**config.mk**
```make
export PLATFORM = sky130hd
export DESIGN_NAME = game_flow_ctrl
export DESIGN_NICKNAME = d
export VERILOG_FILES = /design/src/rtl/game_flow_ctrl.sv
export SDC_FILE = /design/constraint.sdc
export NUM_CORES = 1
export LEC_CHECK = 0
export ABC_CLOCK_PERIOD_IN_PS = 6800
export CORE_ASPECT_RATIO = 2
export CORE_MARGIN = 2
export CORE_UTILIZATION = 41
export DETAILED_ROUTE_END_ITERATION = 16
export GPL_TIMING_DRIVEN = 0
export PLACE_DENSITY = 0.8
export SYNTH_ARGS = -nofsm -noshare
export SYNTH_HDL_FRONTEND = slang
export SYNTH_SLANG_ARGS = --single-unit
export TNS_END_PERCENT = 50
```
**constraint.sdc**
```tcl
create_clock -name clk -period 6.8 [get_ports clk]
set_input_delay 1.7 -clock clk [delete_from_list [all_inputs] [get_ports clk]]
set_output_delay 1.7 -clock clk [all_outputs]
set_load 0.01 [all_outputs]
```
**src/rtl/game_flow_ctrl.sv**
```systemverilog
// Game sequencer for the Jack-Frost platformer: begin / playing / win / lose.
// Owns health, score, collected-snowflake and iced-block masks, and the level restart pulse.
module game_flow_ctrl #(
   parameter int GROUND_NUM      = 50,
   parameter int SNOW_NUM        = 15,
   parameter int MON_NUM         = 2,
   parameter int HEALTH_INIT     = 3,
   parameter int INVULN_FRAMES   = 60,
   parameter int END_HOLD_FRAMES = 120
) (
   input  logic                  clk,
   input  logic                  rstn,
   input  logic                  frame_tick,
   input  logic                  start_key,
   input  logic [GROUND_NUM-1:0] bk_touched,
   input  logic [SNOW_NUM-1:0]   snowf_get,
   input  logic [MON_NUM-1:0]    slim_damage,
   output logic [1:0]            game,
   output logic [3:0]            health,
   output logic [3:0]            score,
   output logic                  level_rst,
   output logic                  move_en,
   output logic                  invuln,
   output logic [SNOW_NUM-1:0]   snow_mask,
   output logic [GROUND_NUM-1:0] ice_mask
);

   localparam int INV_W  = $clog2(INVULN_FRAMES + 1);
   localparam int HOLD_W = $clog2(END_HOLD_FRAMES + 1);

   localparam logic [INV_W-1:0]  INV_LOAD    = INV_W'(INVULN_FRAMES);
   localparam logic [INV_W-1:0]  INV_ONE     = INV_W'(1);
   localparam logic [HOLD_W-1:0] HOLD_MAX    = HOLD_W'(END_HOLD_FRAMES);
   localparam logic [HOLD_W-1:0] HOLD_ONE    = HOLD_W'(1);
   localparam logic [3:0]        HEALTH_LOAD = 4'(HEALTH_INIT);

   // State codes double as the game output encoding.
   typedef enum logic [1:0] {
      ST_BEGIN   = 2'b00,
      ST_PLAYING = 2'b01,
      ST_LOSE    = 2'b10,
      ST_WIN     = 2'b11
   } state_t;

   state_t                state;
   state_t                state_n;
   logic [3:0]            health_n;
   logic [3:0]            score_n;
   logic [SNOW_NUM-1:0]   snow_n;
   logic [GROUND_NUM-1:0] ice_n;
   logic [INV_W-1:0]      inv_cnt;
   logic [INV_W-1:0]      inv_n;
   logic [HOLD_W-1:0]     hold_cnt;
   logic [HOLD_W-1:0]     hold_n;
   logic                  level_rst_n;
   logic                  move_en_n;
   logic                  invuln_n;
   logic                  start_q;
   logic                  start_rise;
   logic                  hit;

   function automatic logic [3:0] flake_count(input logic [SNOW_NUM-1:0] v);
      logic [4:0] cnt;
      cnt = '0;
      for (int i = 0; i < SNOW_NUM; i++) begin
         cnt = cnt + {4'd0, v[i]};
      end
      return (cnt > 5'd15) ? 4'd15 : cnt[3:0];
   endfunction

   always_comb begin
      start_rise  = start_key & ~start_q;
      hit         = (|slim_damage) && (inv_cnt == '0) && (health != 4'd0);
      state_n     = state;
      health_n    = health;
      score_n     = flake_count(snow_mask);
      snow_n      = snow_mask;
      ice_n       = ice_mask;
      hold_n      = hold_cnt;
      level_rst_n = 1'b0;
      inv_n       = (frame_tick && (inv_cnt != '0)) ? (inv_cnt - INV_ONE) : inv_cnt;

      case (state)
         ST_BEGIN: begin
            if (start_rise) begin
               state_n     = ST_PLAYING;
               level_rst_n = 1'b1;
               snow_n      = '0;
               ice_n       = '0;
               health_n    = HEALTH_LOAD;
               score_n     = 4'd0;
               inv_n       = '0;
            end
         end
         ST_PLAYING: begin
            snow_n = snow_mask | snowf_get;
            ice_n  = ice_mask | bk_touched;
            // A fresh hit reloads the window even if a frame tick arrives in the same cycle.
            if (hit) begin
               health_n = health - 4'd1;
               inv_n    = INV_LOAD;
            end
            if (health == 4'd0) begin
               state_n = ST_LOSE;
               hold_n  = '0;
            end else if (&ice_mask) begin
               state_n = ST_WIN;
               hold_n  = '0;
            end
         end
         ST_WIN, ST_LOSE: begin
            if (frame_tick && (hold_cnt < HOLD_MAX)) begin
               hold_n = hold_cnt + HOLD_ONE;
            end
            if (start_rise && (hold_cnt == HOLD_MAX)) begin
               state_n = ST_BEGIN;
            end
         end
         default: begin
            state_n = ST_BEGIN;
         end
      endcase

      move_en_n = (state_n == ST_PLAYING);
      invuln_n  = (inv_n != '0);
   end

   // start_q resets high so a key held through reset never counts as a press.
   always_ff @(posedge clk) begin
      if (!rstn) begin
         state     <= ST_BEGIN;
         health    <= HEALTH_LOAD;
         score     <= 4'd0;
         snow_mask <= '0;
         ice_mask  <= '0;
         inv_cnt   <= '0;
         hold_cnt  <= '0;
         level_rst <= 1'b0;
         move_en   <= 1'b0;
         invuln    <= 1'b0;
         start_q   <= 1'b1;
      end else begin
         state     <= state_n;
         health    <= health_n;
         score     <= score_n;
         snow_mask <= snow_n;
         ice_mask  <= ice_n;
         inv_cnt   <= inv_n;
         hold_cnt  <= hold_n;
         level_rst <= level_rst_n;
         move_en   <= move_en_n;
         invuln    <= invuln_n;
         start_q   <= start_key;
      end
   end

   assign game = state;

endmodule
```
==> results of run 1 <==
metal layers:
layer	vias up	global-route usage, %	share of wire, %
met5	-	0	0
met4	0	12.93	4.0
met3	28	3.903	3.8
met2	99	41.40	56
met1	1622	21.61	36
li1	1657	-	-
area by class of cell:
| cell class | count | area (µm²) |
|---|---|---|
| timing repair buffer | 146 | 1461 |
| clock buffer | 10 | 239.0 |
| clock inverter | 6 | 135.1 |
| fill | 695 | 3009 |
| sequential | 92 | 1842 |
| tap | 100 | 125.1 |
| buffer | 18 | 81.33 |
| multi-input combinational | 265 | 1590 |
| inverter | 28 | 105.1 |
worst max-delay path, delay by kind of cell, from the launching register on:
| family | cells | cell delay [ns] |
|---|---|---|
| buffers and inverters | 3 | 0.21 |
| adder cells (fa/ha/maj) | 6 | 2.84 |
| AND/OR/NAND/NOR | 1 | 0.11 |
| flip-flops | 1 | 0.35 |
cell families (layout without fill, tap and decap cells):
kind of cell / Yosys count / count (layout) / synth area share [%]
AO/OA/AOI/OAI: 86 / 86 / 13.04
flip-flops: 92 / 92 / 50.90
XOR/XNOR: 10 / 10 / 2.421
adder cells (fa/ha/maj): 18 / 18 / 8.299
multiplexers: 4 / 4 / 1.107
AND/OR/NAND/NOR: 147 / 147 / 19.09
buffers and inverters: 46 / 208 / 5.152
flip-flops by register name, summed over array words and instances (netlist names):
signal,cells
move_en,1
health,4
snow_mask,15
ice_mask,50
hold_cnt,7
invuln,1
start_q,1
game,2
inv_cnt,6
score,4
level_rst,1
path summary, 6_finish.rpt:
kind	start	end	slack (ns)
hold reg to reg	hold_cnt[6]	hold_cnt[6]	0.48
setup reg to reg	snow_mask[0]	score[1]	3.26
setup / recovery	snow_mask[0]	score[1]	3.26
hold / removal	hold_cnt[6]	hold_cnt[6]	0.48
stage by stage:
| stage | instance area, µm² | hold WS (ns) | cells |
|---|---|---|---|
| after floorplan | 3618 | 0.4372 | 403 |
| after global placement | 5205 | 0.4486 | 649 |
| after detailed placement | 5205 | 0.4663 | 649 |
| after CTS | 5579 | 0.4811 | 665 |
| after global routing | 5579 | 0.5086 | 665 |
| final | 5579 | 0.4797 | 665 |
cell usage in the layout, fill, tap and decap left out, types with 3 or more instances in the layout:
master	n
sky130_fd_sc_hd__xnor2_1	3
sky130_fd_sc_hd__clkbuf_1	5
sky130_fd_sc_hd__nor2b_1	4
sky130_fd_sc_hd__nor2_1	81
sky130_fd_sc_hd__nand2_1	13
sky130_fd_sc_hd__nand4_1	19
sky130_fd_sc_hd__nor4_1	3
sky130_fd_sc_hd__dfxtp_1	92
sky130_fd_sc_hd__clkdlybuf4s50_1	146
sky130_fd_sc_hd__nand2b_1	5
sky130_fd_sc_hd__and2_1	5
sky130_fd_sc_hd__xor2_1	7
sky130_fd_sc_hd__fa_1	10
sky130_fd_sc_hd__mux2i_1	4
sky130_fd_sc_hd__a21oi_1	72
sky130_fd_sc_hd__clkbuf_16	9
sky130_fd_sc_hd__bufinv_16	4
sky130_fd_sc_hd__o21a_1	3
sky130_fd_sc_hd__ha_1	8
sky130_fd_sc_hd__buf_2	8
sky130_fd_sc_hd__inv_1	28
sky130_fd_sc_hd__nor3_1	6
sky130_fd_sc_hd__buf_1	4
power groups by stage:
stage,sequential [mW],clock (mW),combinational [mW]
floorplan,0.622,0,0.200
global placement,0.616,0,0.329
detailed placement,0.618,0,0.338
CTS,0.607,0.622,0.339
global route,0.612,0.644,0.373
finish,0.608,0.613,0.336
==> results.md, run 1 <==
| Result | Value |
|:---|:---|
| Switching Power | 405.5 µW |
| Clock latency on the worst-skew pair | 0.34 ns |
| Worst-path cell chain | inv_1 > fa_1 > fa_1 > fa_1 > fa_1 > inv_1 > fa_1 > inv_1 > fa_1 > nor2_1 |
| Normalized max-slew margin | 58.08% |
| Final weighted congestion of routability-driven global placement | 0.9194 |
| Leading cell types by total area after synthesis | sky130_fd_sc_hd__dfxtp_1 (51%), sky130_fd_sc_hd__a21oi_1 (10%), sky130_fd_sc_hd__nor2_1 (8.4%) |
| Postcts setup bufs | 0 |
| Global-route wire length before repair | 16250 µm |
| Final number of max-transition violations | 0 |
| Clock transition at the registers of the reported paths | 0.06 ns |
| Internal Power | 1.150 mW |
| Logic gate share of total power | 21.6% |
| Post-DP HPWL | 8165 µm |
| Worst voltage drop across the vdd grid | 0.1748 mV |
| Proportion of netlist area held by the largest area contributor | 50.90% |
| Growth of design area from synthesis to finish | 54.18% |
| CTS HTree Levels | 3 |
| Initial antenna violation count | 0 |
| Final critical-path share of the clock period | 52.09% |
| Core box area | 8588 µm² |
| Least setup slack across all paths after layout | 3.258 ns |
| Maximum buffer depth of the clock tree | 2 |
| Wire length after detailed routing | 10530 µm |
| FFs w/ async S/R, synth | 0% |
| Synthesized area divided by synthesized cell count | 8.979 µm² |
| Vertical die dimension | 136.9 µm |
| Post-synth EDFFs | 0 |
| Syn. warnings | 0 |
| Leakage power figure | 2.126 nW |
| Cell with the largest stage delay on the worst path | sky130_fd_sc_hd__fa_1 |
| Seq/Total Area, Yosys | 50.90% |
| Longest individual stage delay on the worst path | 0.57 ns |
| Largest net degree at the start of global routing | 16 |
| Ratio of total power to cell area | 278.9 nW/µm² |
| Worst hold path type | flip-flop to flip-flop |
| Post-synth design cell area | 3618 µm² |
| Max Clock Freq | 282.3 MHz |
| Via count of the first global-routing pass | 3412 |
| Synthesized net count | 492 |
| Distinct cells, synth | 40 |
| Antenna diodes | 0 |
| Initial DRT Pass Iterations | 6 |
| Clock tree skew after final layout | 0.006320 ns |
| Final Total Pwr | 1.556 mW |
| Overflow left after global routing | 0 |
| Average routed wire per standard cell | 15.83 µm |
| Unrepaired setup endpoints after global routing | false |
| Number of cells traversed by the worst hold path | 2 |
| Port Buf Inserts | 146 |
| Layout Utilization | 64.96% |
| Layout cell share with drive strength beyond 1 | 4.956% |
| Leading cell types by count after synthesis | sky130_fd_sc_hd__dfxtp_1 (92), sky130_fd_sc_hd__nor2_1 (81), sky130_fd_sc_hd__a21oi_1 (72), sky130_fd_sc_hd__inv_1 (28), sky130_fd_sc_hd__nand4_1 (19) |
| Time the worst path needs with I/O delays and setup | 3.542 ns |
| Top-count cell post-synth | sky130_fd_sc_hd__dfxtp_1 |
| # Max-Cap Violations | 0 |
| Portion of total power attributed to sequential cells | 39.0% |
| Effective utilization at floorplan | 42.13% |
| # IOs | 149 |
| Peak fanout along the critical path | 3 |
| Fraction of power spent switching nets | 26.06% |
| Cells after Synth | 403 |
| TritonCTS clock tree | done |
| Type of the worst setup path | flip-flop to flip-flop |
| Result of the run | finished clean |
| Net total in the final layout | 649 |
| CP startpoint kind | flip-flop |
| Number of vias in the routed layout | 3406 |
| Pre-CTS setup slack | 3.111 ns |
| Slew @ Worst Pin | 0.6289 ns |
| Most common flop cell mapped by yosys | sky130_fd_sc_hd__dfxtp_1 |
| Final count of negative-setup-slack endpoints | 0 |
| Seq cells post-synth | 92 |
| Critical path data arrival time | 3.82 ns |
| Via density per instance | 5.122 |
| Cell type with the highest occurrence count on the critical path | sky130_fd_sc_hd__fa_1 |
| Combined global-route utilization of all metal layers | 21.87% |
| Die Wd | 70.43 µm |
| Cells on worst reg2reg path | 10 |
| TNS Setup | 0 ns |
| Total Die Area | 9639 µm² |
| Number of design-rule violations left by the first detailed-router iteration | 127 |
| Hold Vio Cnt, Final | 0 |
| Num Clock Sinks | 92 |
| Crit path capture type | flip-flop |
| Site Rows | 48 |
| Cell accounting for the most synthesized area | sky130_fd_sc_hd__dfxtp_1 |
| Hold-fix buffer count after cts | 0 |
| Worst path required time | 7.08 ns |
| Number of design rule violations left after detail routing | 0 |
| TritonCTS Buffers | 9 |
| Count of instances resized after the clock tree is built | 0 |
| Part of the power in the clock network | 39.4% |
| CTS Root Cell | sky130_fd_sc_hd__clkbuf_16 |
| Final antenna-violating net count | 0 |
(Power assumes the default switching activity.)
==> inputs of run 2 (changes only) <==
--- a/config.mk
+++ b/config.mk
@@ -5,7 +5,7 @@
 export SDC_FILE = /design/constraint.sdc
 export NUM_CORES = 1
 export LEC_CHECK = 0
-export ABC_CLOCK_PERIOD_IN_PS = 6800
+export ABC_CLOCK_PERIOD_IN_PS = 3350
 export CORE_ASPECT_RATIO = 2
 export CORE_MARGIN = 2
 export CORE_UTILIZATION = 41
==> constraint.sdc (replaced) <==
create_clock -name clk -period 3.35 [get_ports clk]
set_input_delay 0.8375 -clock clk [delete_from_list [all_inputs] [get_ports clk]]
set_output_delay 0.8375 -clock clk [all_outputs]
set_load 0.01 [all_outputs]
==> results.md, run 2 (same netlist as run 1, synthesis figures left out) <==
| Result | Value |
|:---|:---|
| # IOs | 149 |
| Via density per instance | 5.235 |
| Number of design-rule violations left by the first detailed-router iteration | 169 |
| Final number of max-transition violations | 0 |
| Commonest cells after routing, fill and taps aside | sky130_fd_sc_hd__clkdlybuf4s50_1 (146), sky130_fd_sc_hd__dfxtp_1 (86), sky130_fd_sc_hd__nor2_1 (81) |
| Type of the worst setup path | flip-flop to flip-flop |
| Vertical die dimension | 136.9 µm |
| Final count of negative-setup-slack endpoints | 1 |
| Peak fanout along the critical path | 3 |
| Time the worst path needs with I/O delays and setup | 3.433 ns |
| TritonCTS clock tree | done |
| Final critical-path share of the clock period | 102.5% |
| Wire length after detailed routing | 10730 µm |
| Largest net degree at the start of global routing | 16 |
| Clock transition at the registers of the reported paths | 0.07 ns |
| Max Clock Freq | 291.3 MHz |
| Overflow left after global routing | 0 |
| Violated checks | negative setup slack |
| Number of flip-flops under the largest register name | 50 |
| Via count of the first global-routing pass | 3446 |
| Total Die Area | 9639 µm² |
| Layout cell share with drive strength beyond 1 | 7.080% |
| Global-route wire length before repair | 16790 µm |
| CTS HTree Levels | 3 |
| Ratio of total power to cell area | 547.2 nW/µm² |
| Slew @ Worst Pin | 0.5902 ns |
| Clock latency on the worst-skew pair | 0.34 ns |
| Layout Utilization | 64.60% |
| Leakage power figure | 2.116 nW |
| Die Wd | 70.43 µm |
| Least setup slack across all paths after layout | -0.08307 ns |
| Growth of design area from synthesis to finish | 53.32% |
| Site Rows | 48 |
| Placed cell count | 649 |
| Final non-filler cell area | 5548 µm² |
| Effective utilization at floorplan | 42.13% |
| Worst hold path type | flip-flop to flip-flop |
| Worst path required time | 3.62 ns |
| Crit path capture type | flip-flop |
| Num Clock Sinks | 92 |
| Normalized max-slew margin | 60.48% |
| Core box area | 8588 µm² |
| Final weighted congestion of routability-driven global placement | 0.8663 |
| Instance area after placement | 5209 µm² |
| Initial antenna violation count | 0 |
| # Max-Cap Violations | 0 |
| Average routed wire per standard cell | 16.13 µm |
| Largest regs | ice_mask: 50 flops, snow_mask: 15 flops, hold_cnt: 7 flops |
| Hold Vio Cnt, Final | 0 |
| Post-DP HPWL | 8273 µm |
| TNS Setup | -0.08307 ns |
| Net total in the final layout | 649 |
| Clock tree skew after final layout | 0.004956 ns |
| Result of the run | finished with violations |
| Filler-free cell count of the finished design | 665 |
| Unrepaired setup endpoints after global routing | true |
| Initial DRT Pass Iterations | 5 |
| Antenna diodes | 0 |
| Most frequent standard cell in the layout excluding fill and tap cells | sky130_fd_sc_hd__clkdlybuf4s50_1 |
| Critical path data arrival time | 3.71 ns |
| Maximum buffer depth of the clock tree | 2 |
| Number of design rule violations left after detail routing | 0 |
| CP startpoint kind | flip-flop |
| CTS Root Cell | sky130_fd_sc_hd__clkbuf_16 |
| Register ranked first by flip-flop count | ice_mask |
| TritonCTS Buffers | 9 |
| Port Buf Inserts | 146 |
| Combined global-route utilization of all metal layers | 22.62% |
| Number of vias in the routed layout | 3481 |
| Final antenna-violating net count | 0 |
| Pre-CTS setup slack | -0.1343 ns |
| Worst voltage drop across the vdd grid | 0.3588 mV |
==> run 2: repair_timing <==
action                     4_1_cts  5_1_grt
gates resized for setup          7        2
pin swaps                        6        2
hold buffers                     0        0
setup endpoints to repair        3        3
setup buffers                    0        0
==> run 2: per-layer routing <==
layer,routed length (µm),global-route usage [%]
met1,3756,22.50
met5,0,0
met3,525,4.124
met2,6002,43.13
met4,441,12.29
==> run 2: worst max-delay path, stage by stage (launching register included) <==
cell	delay, ns
sky130_fd_sc_hd__dfxtp_2	0.35
sky130_fd_sc_hd__inv_2	0.04
sky130_fd_sc_hd__fa_1	0.51
sky130_fd_sc_hd__fa_1	0.54
sky130_fd_sc_hd__fa_1	0.43
sky130_fd_sc_hd__fa_1	0.51
sky130_fd_sc_hd__inv_2	0.04
sky130_fd_sc_hd__fa_2	0.34
sky130_fd_sc_hd__inv_2	0.07
sky130_fd_sc_hd__fa_2	0.45
sky130_fd_sc_hd__nor2_1	0.09
==> run 2: per-stage QoR <==
stage | hold WS, ns | power [mW]
3_5_place_dp | 0.4621 | 1.950
2_1_floorplan | 0.4372 | 1.668
3_3_place_gp | 0.4505 | 1.922
5_1_grt | 0.4891 | 3.167
6_report | 0.4792 | 3.036
4_1_cts | 0.4798 | 3.043
==> run 2: power breakdown <==
group          leakage, nW  internal [mW]  switching [mW]
logic                 1.20          0.342           0.364
clock network        0.162          0.674           0.421
registers            0.750           1.17          0.0620
total                 2.12           2.19           0.847
==> run 2: path summary, 6_finish.rpt <==
path / slack, ns / end / cells after the start / start
max reg2reg: -0.08 / score[1] / 10 / snow_mask[9]
min: 0.48 / snow_mask[0] / 2 / snow_mask[0]
max: -0.08 / score[1] / 10 / snow_mask[9]
min reg2reg: 0.48 / snow_mask[0] / 2 / snow_mask[0]
==> run 2: final cells by class <==
type | count | area (µm²)
Clock inverter | 6 | 87.58
Inverter | 28 | 105.1
Buffer | 18 | 81.33
Multi-Input combinational cell | 265 | 1599
Fill cell | 711 | 3040
Sequential cell | 92 | 1849
Tap cell | 100 | 125.1
Timing Repair Buffer | 146 | 1461
Clock buffer | 10 | 239.0
